$ cat src/rtl/ofifo_pkg.sv
// Output FIFO shared constants: lane count, lane width, lane depth, pointer width.
// Latency: n/a (constants only).
// Backpressure: n/a.
package ofifo_pkg;

    localparam int COL   = 8;                     // independent lanes
    localparam int BW    = 16;                    // bits per lane entry
    localparam int DEPTH = 16;                    // entries per lane, power of two
    localparam int PTR_W = $clog2(DEPTH) + 1;     // extra MSB tells full from empty

endpackage

$ cat src/rtl/ofifo_col.sv
// One output-FIFO lane: circular buffer with its own write pointer and a read pointer stepped by the top.
// Latency: head_o is combinational from storage; a write is visible at head_o the cycle after it lands.
// Backpressure: none internally; the top decides wr_ok_i/rd_ok_i from full_o/empty_o.
//
// Ports:
//   clk_i      clock, all state on posedge
//   rst_n_i    synchronous active-low reset of both pointers
//   wr_ok_i    write accepted this cycle (already qualified by the top)
//   rd_ok_i    read accepted this cycle (same strobe for every lane)
//   wdat_i     write data
//   head_o     oldest stored entry
//   empty_o    no entries held
//   full_o     depth entries held
module ofifo_col
    import ofifo_pkg::*;
#(
    parameter int depth = DEPTH,
    parameter int bw    = BW
) (
    input  logic          clk_i,
    input  logic          rst_n_i,
    input  logic          wr_ok_i,
    input  logic          rd_ok_i,
    input  logic [bw-1:0] wdat_i,
    output logic [bw-1:0] head_o,
    output logic          empty_o,
    output logic          full_o
);

    localparam int AW    = $clog2(depth);
    localparam int PTR_W_L = AW + 1;

    logic [bw-1:0]      mem_q [depth];
    logic [PTR_W_L-1:0] wptr_q, wptr_d;
    logic [PTR_W_L-1:0] rptr_q, rptr_d;

    // Power-of-two depth: the pointer simply rolls over, so depth-1 -> 0 needs no special case.
    always_comb begin
        wptr_d = wr_ok_i ? wptr_q + PTR_W_L'(1) : wptr_q;
        rptr_d = rd_ok_i ? rptr_q + PTR_W_L'(1) : rptr_q;
    end

    always_ff @(posedge clk_i) begin
        if (!rst_n_i) begin
            wptr_q <= '0;
            rptr_q <= '0;
        end else begin
            wptr_q <= wptr_d;
            rptr_q <= rptr_d;
        end
    end

    // Storage is not reset; only the pointers define what is valid.
    // When full with a same-cycle read, the write lands in the slot being popped;
    // the pop sees the old value because both happen on the same edge.
    always_ff @(posedge clk_i) begin
        if (rst_n_i && wr_ok_i) begin
            mem_q[wptr_q[AW-1:0]] <= wdat_i;
        end
    end

    assign head_o  = mem_q[rptr_q[AW-1:0]];
    assign empty_o = (wptr_q == rptr_q);
    assign full_o  = (wptr_q[AW-1:0] == rptr_q[AW-1:0]) && (wptr_q[AW] != rptr_q[AW]);

endmodule

$ cat src/rtl/ofifo.sv
// Output FIFO: col independent lanes filled at their own pace, drained as one aligned word.
// Latency: accepted rd loads out on that posedge; o_out_valid is high for the following cycle only.
// Backpressure: rd ignored unless every lane holds data; writes to a full lane are dropped and flagged sticky.
//
// Ports:
//   clk          clock
//   reset        synchronous active-low reset
//   in           write data, lane c on [(c+1)*bw-1 : c*bw]
//   wr           per-lane write strobe
//   rd           pop one word from all lanes
//   out          registered popped word, same slicing as in
//   o_out_valid  out was loaded by a pop on the last edge
//   o_valid      all lanes non-empty (rd will be accepted)
//   o_full       any lane full
//   o_ready      !o_full
//   o_overflow   sticky: a write to a full lane was dropped
module ofifo
    import ofifo_pkg::*;
#(
    parameter int col   = COL,
    parameter int bw    = BW,
    parameter int depth = DEPTH
) (
    input  logic              clk,
    input  logic              reset,
    input  logic [col*bw-1:0] in,
    input  logic [col-1:0]    wr,
    input  logic              rd,
    output logic [col*bw-1:0] out,
    output logic              o_out_valid,
    output logic              o_valid,
    output logic              o_full,
    output logic              o_ready,
    output logic              o_overflow
);

    logic [col-1:0]    empty_v;
    logic [col-1:0]    full_v;
    logic [col-1:0]    wr_ok_v;
    logic [col-1:0]    ovf_hit_v;
    logic [col*bw-1:0] head_flat;
    logic              rd_acc;

    logic [col*bw-1:0] out_q, out_d;
    logic              out_vld_q, out_vld_d;
    logic              ovf_q, ovf_d;

    // Status depends only on pointers, never on this cycle's wr/rd.
    assign o_valid = &(~empty_v);
    assign o_full  = |full_v;
    assign o_ready = ~o_full;
    assign rd_acc  = rd & o_valid;

    for (genvar g = 0; g < col; g++) begin : g_lane
        // A full lane can still take a write when the pop frees a slot on the same edge.
        assign wr_ok_v[g]   = wr[g] & (~full_v[g] | rd_acc);
        assign ovf_hit_v[g] = wr[g] & full_v[g] & ~rd_acc;

        ofifo_col #(
            .depth (depth),
            .bw    (bw)
        ) u_col (
            .clk_i   (clk),
            .rst_n_i (reset),
            .wr_ok_i (wr_ok_v[g]),
            .rd_ok_i (rd_acc),
            .wdat_i  (in[g*bw +: bw]),
            .head_o  (head_flat[g*bw +: bw]),
            .empty_o (empty_v[g]),
            .full_o  (full_v[g])
        );
    end

    always_comb begin
        out_d     = rd_acc ? head_flat : out_q;
        out_vld_d = rd_acc;
        ovf_d     = ovf_q | (|ovf_hit_v);
    end

    always_ff @(posedge clk) begin
        if (!reset) begin
            out_q     <= '0;
            out_vld_q <= 1'b0;
            ovf_q     <= 1'b0;
        end else begin
            out_q     <= out_d;
            out_vld_q <= out_vld_d;
            ovf_q     <= ovf_d;
        end
    end

    assign out         = out_q;
    assign o_out_valid = out_vld_q;
    assign o_overflow  = ovf_q;

endmodule
$ cat config.mk
export PLATFORM = sky130hd
export DESIGN_NAME = ofifo
export DESIGN_NICKNAME = d
export VERILOG_FILES = /design/src/rtl/ofifo_pkg.sv /design/src/rtl/ofifo_col.sv /design/src/rtl/ofifo.sv
export SDC_FILE = /design/constraint.sdc
export NUM_CORES = 2
export LEC_CHECK = 0
export CAP_MARGIN = 40
export CORE_AREA = 2 2 446 448
export DETAILED_ROUTE_END_ITERATION = 12
export DIE_AREA = 0 0 448 450
export SYNTH_ARGS = -nofsm -noshare
export SYNTH_HDL_FRONTEND = slang
export SYNTH_SLANG_ARGS = --single-unit
$ cat constraint.sdc
create_clock -name clk -period 3.65 [get_ports clk]
set_input_delay 0.365 -clock clk [delete_from_list [all_inputs] [get_ports clk]]
set_output_delay 0.365 -clock clk [all_outputs]
set_load 0.02 [all_outputs]
=== Word-level counts from Yosys, hierarchy flattened ===
Memory sizes are Yosys's and may differ from the RTL's. A register that Yosys moved wholly into a read port is not among the register bits.
Index checks and enable logic that the tools add are counted.

* Logic and storage cells: 154
* Input bits: 139
* Register bits after elaboration: 82
* Memories kept: 8
* RAM bits: 2,048

{| class="wikitable"
|+ Memory list
! memory !! words !! width !! read ports !! clocked after memory_dff !! wr ports !! line !! RTL
|-
| g_lane[0].u_col.mem_q || 16 || 16 || 1 || 1 || 1 || ofifo_col.sv:33 || <nowiki>logic [bw-1:0] mem_q [depth];</nowiki>
|-
| g_lane[1].u_col.mem_q || 16 || 16 || 1 || 1 || 1 || ofifo_col.sv:33 ||
|-
| g_lane[2].u_col.mem_q || 16 || 16 || 1 || 1 || 1 || ofifo_col.sv:33 ||
|-
| g_lane[3].u_col.mem_q || 16 || 16 || 1 || 1 || 1 || ofifo_col.sv:33 ||
|-
| g_lane[4].u_col.mem_q || 16 || 16 || 1 || 1 || 1 || ofifo_col.sv:33 ||
|-
| g_lane[5].u_col.mem_q || 16 || 16 || 1 || 1 || 1 || ofifo_col.sv:33 ||
|-
| +2 memories || - || - || - || - || - || - ||
|}

* Muxes and demuxes: 16
* Bitwise gates (word level): 45
* Equal/unequal tests: 24
* Reductions and logical operators: 27
* Add/sub/neg operators: 16

{| class="wikitable"
|+ Operator list
! operator !! number
|-
| $add A5 B1 Y5 const B || 16
|-
| $eq A5 B5 Y1 || 8
|-
| $eq A4 B4 Y1 || 8
|-
| $and A1 B1 Y1 || 25
|-
| $logic_and A1 B1 Y1 || 16
|-
| $mux W1 || 16
|-
| $reduce_or A8 Y1 || 2
|-
| $not A1 Y1 || 10
|-
| $or A1 B1 Y1 || 9
|-
| $logic_not A1 Y1 || 8
|-
| $ne A1 B1 Y1 || 8
|-
| $not A8 Y8 || 1
|-
| $reduce_and A8 Y1 || 1
|}

=== Longest topological paths before layout ===
* Word-level depth: 9
* Mapped depth: 12

=== Hierarchy ===
A second synthesis with hierarchy kept.

* Cell total of the unflattened synthesis: 4,403
* Area, all modules: 88,292.2 µm²

{| class="wikitable"
|+ Modules (own cells, without submodules)
! module !! times used !! seq. area each (µm²) !! area each (µm²) !! cells an instance
|-
| ofifo_col at g_lane[1].u_col ... || 5 || 7,967.6 || 10,373.7 || 479
|-
| ofifo_col at g_lane[7].u_col || 1 || 7,967.6 || 10,372.4 || 477
|-
| ofifo_col at g_lane[6].u_col || 1 || 7,967.6 || 10,369.9 || 478
|-
| ofifo_col at g_lane[0].u_col || 1 || 7,967.6 || 10,359.9 || 472
|-
| ofifo || 1 || 2,602.5 || 5,321.4 || 581
|}

=== Worst setup path before layout ===
OpenSTA, ideal clock, no wires.

* Kind: register -> register
* From: register g_lane[7].u_col.rptr_q[0]
* To: memory g_lane[4].u_col.mem_q[3][0] (netlist bit), enable pin
* Path slack: -0.366 ns
* Stages on the path, launching flop included: 11
* Data arrival time: 3.586 ns
* Setup time: 0.430 ns
* Required time: 3.220 ns
* Path buffers: 3
* Cells stage by stage: dfxtp_1 > buf_2 > xor2_1 > nor4_1 > a22o_1 > or4_4 > buf_4 > inv_6 > a21oi_1 > buf_2 > nor4_1

* Word-level cells in the longest chain between the ends: 9

{| class="wikitable"
|+ RTL lines
! item !! line !! RTL
|-
| start, declared || ofifo_col.sv:35 || <nowiki>logic [PTR_W_L-1:0] rptr_q, rptr_d;</nowiki>
|-
| start signal, assigned || ofifo_col.sv:49 || <nowiki>rptr_q <= rptr_d;</nowiki>
|-
| $eq A5 B5 Y1 || ofifo_col.sv:63 || <nowiki>assign empty_o = (wptr_q == rptr_q);</nowiki>
|-
| $not A8 Y8 || ofifo.sv:49 || <nowiki>assign o_valid = &(~empty_v);</nowiki>
|-
| $reduce_and A8 Y1 || ofifo.sv:49 ||
|-
| $and A1 B1 Y1 || ofifo.sv:52 || <nowiki>assign rd_acc = rd & o_valid;</nowiki>
|-
| $or A1 B1 Y1 || ofifo.sv:56 || <nowiki>assign wr_ok_v[g] = wr[g] & (~full_v[g] | rd_acc);</nowiki>
|-
| $and A1 B1 Y1 || ofifo.sv:56 ||
|-
| $logic_and A1 B1 Y1 || ofifo_col.sv:57 || <nowiki>if (rst_n_i && wr_ok_i) begin</nowiki>
|-
| $mux W1 || ofifo_col.sv:57 ||
|-
| $mux W1 (not written as such) || ofifo_col.sv:58 || <nowiki>mem_q[wptr_q[AW-1:0]] <= wdat_i;</nowiki>
|-
| end, declared || ofifo_col.sv:33 ||
|}

Every way passes these cells.

=== Final worst setup path ===
* From: register g_lane[4].u_col.wptr_q[0]
* To: output port o_ready

* Word-level cells in the longest chain between the ends: 4

{| class="wikitable"
|+ RTL lines
! item !! line !! RTL
|-
| start, declared || ofifo_col.sv:34 || <nowiki>logic [PTR_W_L-1:0] wptr_q, wptr_d;</nowiki>
|-
| start signal, assigned || ofifo_col.sv:48 || <nowiki>wptr_q <= wptr_d;</nowiki>
|-
| $eq A4 B4 Y1 || ofifo_col.sv:64 || <nowiki>assign full_o = (wptr_q[AW-1:0] == rptr_q[AW-1:0]) && (wptr_q[AW] != rptr_q[AW]);</nowiki>
|-
| $logic_and A1 B1 Y1 || ofifo_col.sv:64 ||
|-
| $reduce_or A8 Y1 || ofifo.sv:50 || <nowiki>assign o_full = |full_v;</nowiki>
|-
| $not A1 Y1 || ofifo.sv:51 || <nowiki>assign o_ready = ~o_full;</nowiki>
|-
| end, declared || ofifo.sv:33 || <nowiki>output logic o_ready,</nowiki>
|}

Every way passes these cells.

==> metrics.cfg <==
[yosys]
synth_cell_types=44
syn_area_per_cell_sq_um=20.28
synth.cell_area_sq_mm=0.08798
postSynth.topFlopCell=edfxtp_1
synth_seq_area_share_pct=74.68
synth_edf_count=2048
synthArstFlopShare_pct=0
netlist_instances=4339
synth_nets=4518
synthesis.yosys.warnings=0
synth_seq_cells=2258

[critical_path]
timing.critical_path.from_type=register
worst-endpoint-arrival_ns=3.12
criticalPathCategory=reg -> out
timing.critical_path.required_ns=3.28
critPathCaptureType=primary output
worst_path_maximum_fanout=12

[job]
timing.max_cap.violations=0

[clock_tree]
cts_root_buffer=clkbuf_16
numClockSinks=2258
clkLatencyLatePin_ns=0.88
cts_max_path_buffers=3
h-tree-depth=4
post-cts-setup-buffers=0
tritoncts.num_buffers=224
cts.clk_slew.worst_paths_ns=0.06
cts_tree=yes

[floorplanning]
fp.coreArea_sq_mm=0.1966
design.portCount=272
die-height_microns=450
die_area_sq_mm=0.2016
floorplan.rows=163
chipWidth_microns=448
floorplan.initialDensity_pct=44.75

[power]
leakage_power_nw=31.47
power_density_mw_per_mm2=503.1
ir_worst_vdd_mv=0.5027
power.total_mw=52.05

[sta]
setup_viol=0
max_slew_margin_pct=37.74
clock_skew_ns=0.05279
report.final.slew_viol_count=0
post-route-min-period_ns=3.483
max_clock_freq_mhz=287.1
setup_tns_ns=0
post-route-period-util_pct=95.44
grt_setup_unrepaired=false
hold_viol_final=0
tightestPinTransition_ns=0.9289
setup_ws_ns=0.1666

[outcome]
status=finished, final reports clean

[placement]
numPortBuffers=271
post-dp-hpwl_microns=129900
post-place-ws_ns=0.06962
gpl.final_weighted_congestion=0.7822
dp_cells=7239

[grt]
grt_pass1_vias=45700
grt_usage_pct=21.14
grt_start_max_net_pins=103
grt_first_pass_wirelength_microns=314400
globalRoute.totalOverflow=0
grt_antenna_before_repair=23

[drt]
drt_first_iter_violations=4286
wl_microns=211600
route.detailed.wl_per_inst_microns=27.60
vias=44679
first_pass_iters=5
route.antenna.remaining_nets=0
vias_per_cell=5.828
drc=0

[final_layout]
fillerInstances=15448
layout-area-overhead-vs-synth_pct=17.59
register_area_sq_mm=0.06574
layout.cells.most_common_list=edfxtp_1, mux4_2, buf_4, clkdlybuf4s50_1, nand3_1
design.final.nets=5006
multiInputGateArea_sq_mm=0.02162
final_common_cell=edfxtp_1
drive_gt1_share_pct=28.38
instances_no_fill=7666

[hold_path]
hold_path_class=in -> reg

-- flip-flops by register name (all words and copies together) (netlist names) --
signal and cells:
out 128, o_out_valid 1, g_lane.u_col.mem_q 2048, g_lane.u_col.wptr_q 40, g_lane.u_col.rptr_q 40, o_overflow 1
-- per-stage QoR --
stage	hold WS, ns	utilization, %	area [sq um]
6_report	0.4089	52.62	103500
5_1_grt	0.4358	52.62	103400
4_1_cts	0.3394	52.59	103400
3_3_place_gp	0.4644	48.64	95630
3_5_place_dp	0.4674	48.90	96130
2_1_floorplan	0.4639	-	88000
-- synthesized netlist by cell type, drive strengths merged (4+ instances only) --
library cell  count  area share (%)
a211oi            7           0.060
a21oi           195             1.1
a22o              4           0.040
and3             17            0.12
and4              5           0.050
and4b             7           0.080
buf              90            0.58
clkbuf          222            0.95
dfxtp           210             4.8
edfxtp         2048              70
ha               40            0.57
inv              36            0.16
mux2i             8           0.091
mux4            640              16
nand2            79            0.34
nand2b           33            0.23
nand3           233             1.3
nand4             5           0.036
nor2             25            0.11
nor3            107            0.61
nor4             42            0.30
o21ai           148            0.84
o221ai            4           0.040
o311ai           50            0.50
o41ai            16            0.16
or3               8           0.057
or4               5           0.047
xor2             40            0.40
-- what timing repair did --
item / in CTS / in global routing
hold buffers: 2 / 0
endpoints found under the setup margin: 3 / 51
hold endpoints to repair: 28 / 0
gates resized for setup: 16 / 7
-- critical path, stage by stage (launching register included) --
cell             delay [ns]
dfxtp_1                0.32
xor2_1                 0.16
nor4_1                 0.36
buf_4                  0.20
nand2_2                0.21
nand4_1                0.17
or2_2                  0.22
inv_1                  0.06
clkdlybuf4s50_1        0.54
-- area by class of cell --
class                           instances  area share, %
Clock inverter                        129          1.253
Clock buffer                          287          5.685
Antenna cell                            9        0.02177
Timing Repair Buffer                  574          5.233
Multi-Input combinational cell       1733          20.90
Inverter                               36         0.1705
Sequential cell                      2258          63.55
Tap cell                             2640          3.193
-- cell families after synthesis --
logic type	count (synthesis)	share of synthesized area, %
AO/OA/AOI/OAI	435	2.854
buffers and inverters	348	1.690
multiplexers	648	16.47
flip-flops	2258	74.68
XOR/XNOR	41	0.4082
AND/OR/NAND/NOR	569	3.325
adder cells (fa/ha/maj)	40	0.5689
-- power breakdown --
part           total, mW  switching [mW]  internal [mW]
clock               22.4            9.84           12.6
sequential          28.4          0.0408           28.3
combinational       1.25           0.843          0.409
-- routing by layer --
layer	wire, microns	track usage, %
met1	90090	29.71
met2	106600	34.98
met3	10650	3.043
met4	4118	5.203
met5	59	0
-- final timing paths --
path                                  start  cells past startpoint                            end  slack (ns)
hold reg to reg                     out[64]                      2                        out[64]        0.47
hold / removal                      in[124]                      1  g_lane[7].u_col.mem_q[10][12]        0.41
setup reg to reg  g_lane[4].u_col.wptr_q[0]                     11    g_lane[3].u_col.mem_q[9][1]        0.20
setup / recovery  g_lane[4].u_col.wptr_q[0]                      8                        o_ready        0.17
Note: power is estimated with default switching activity, not from simulation.
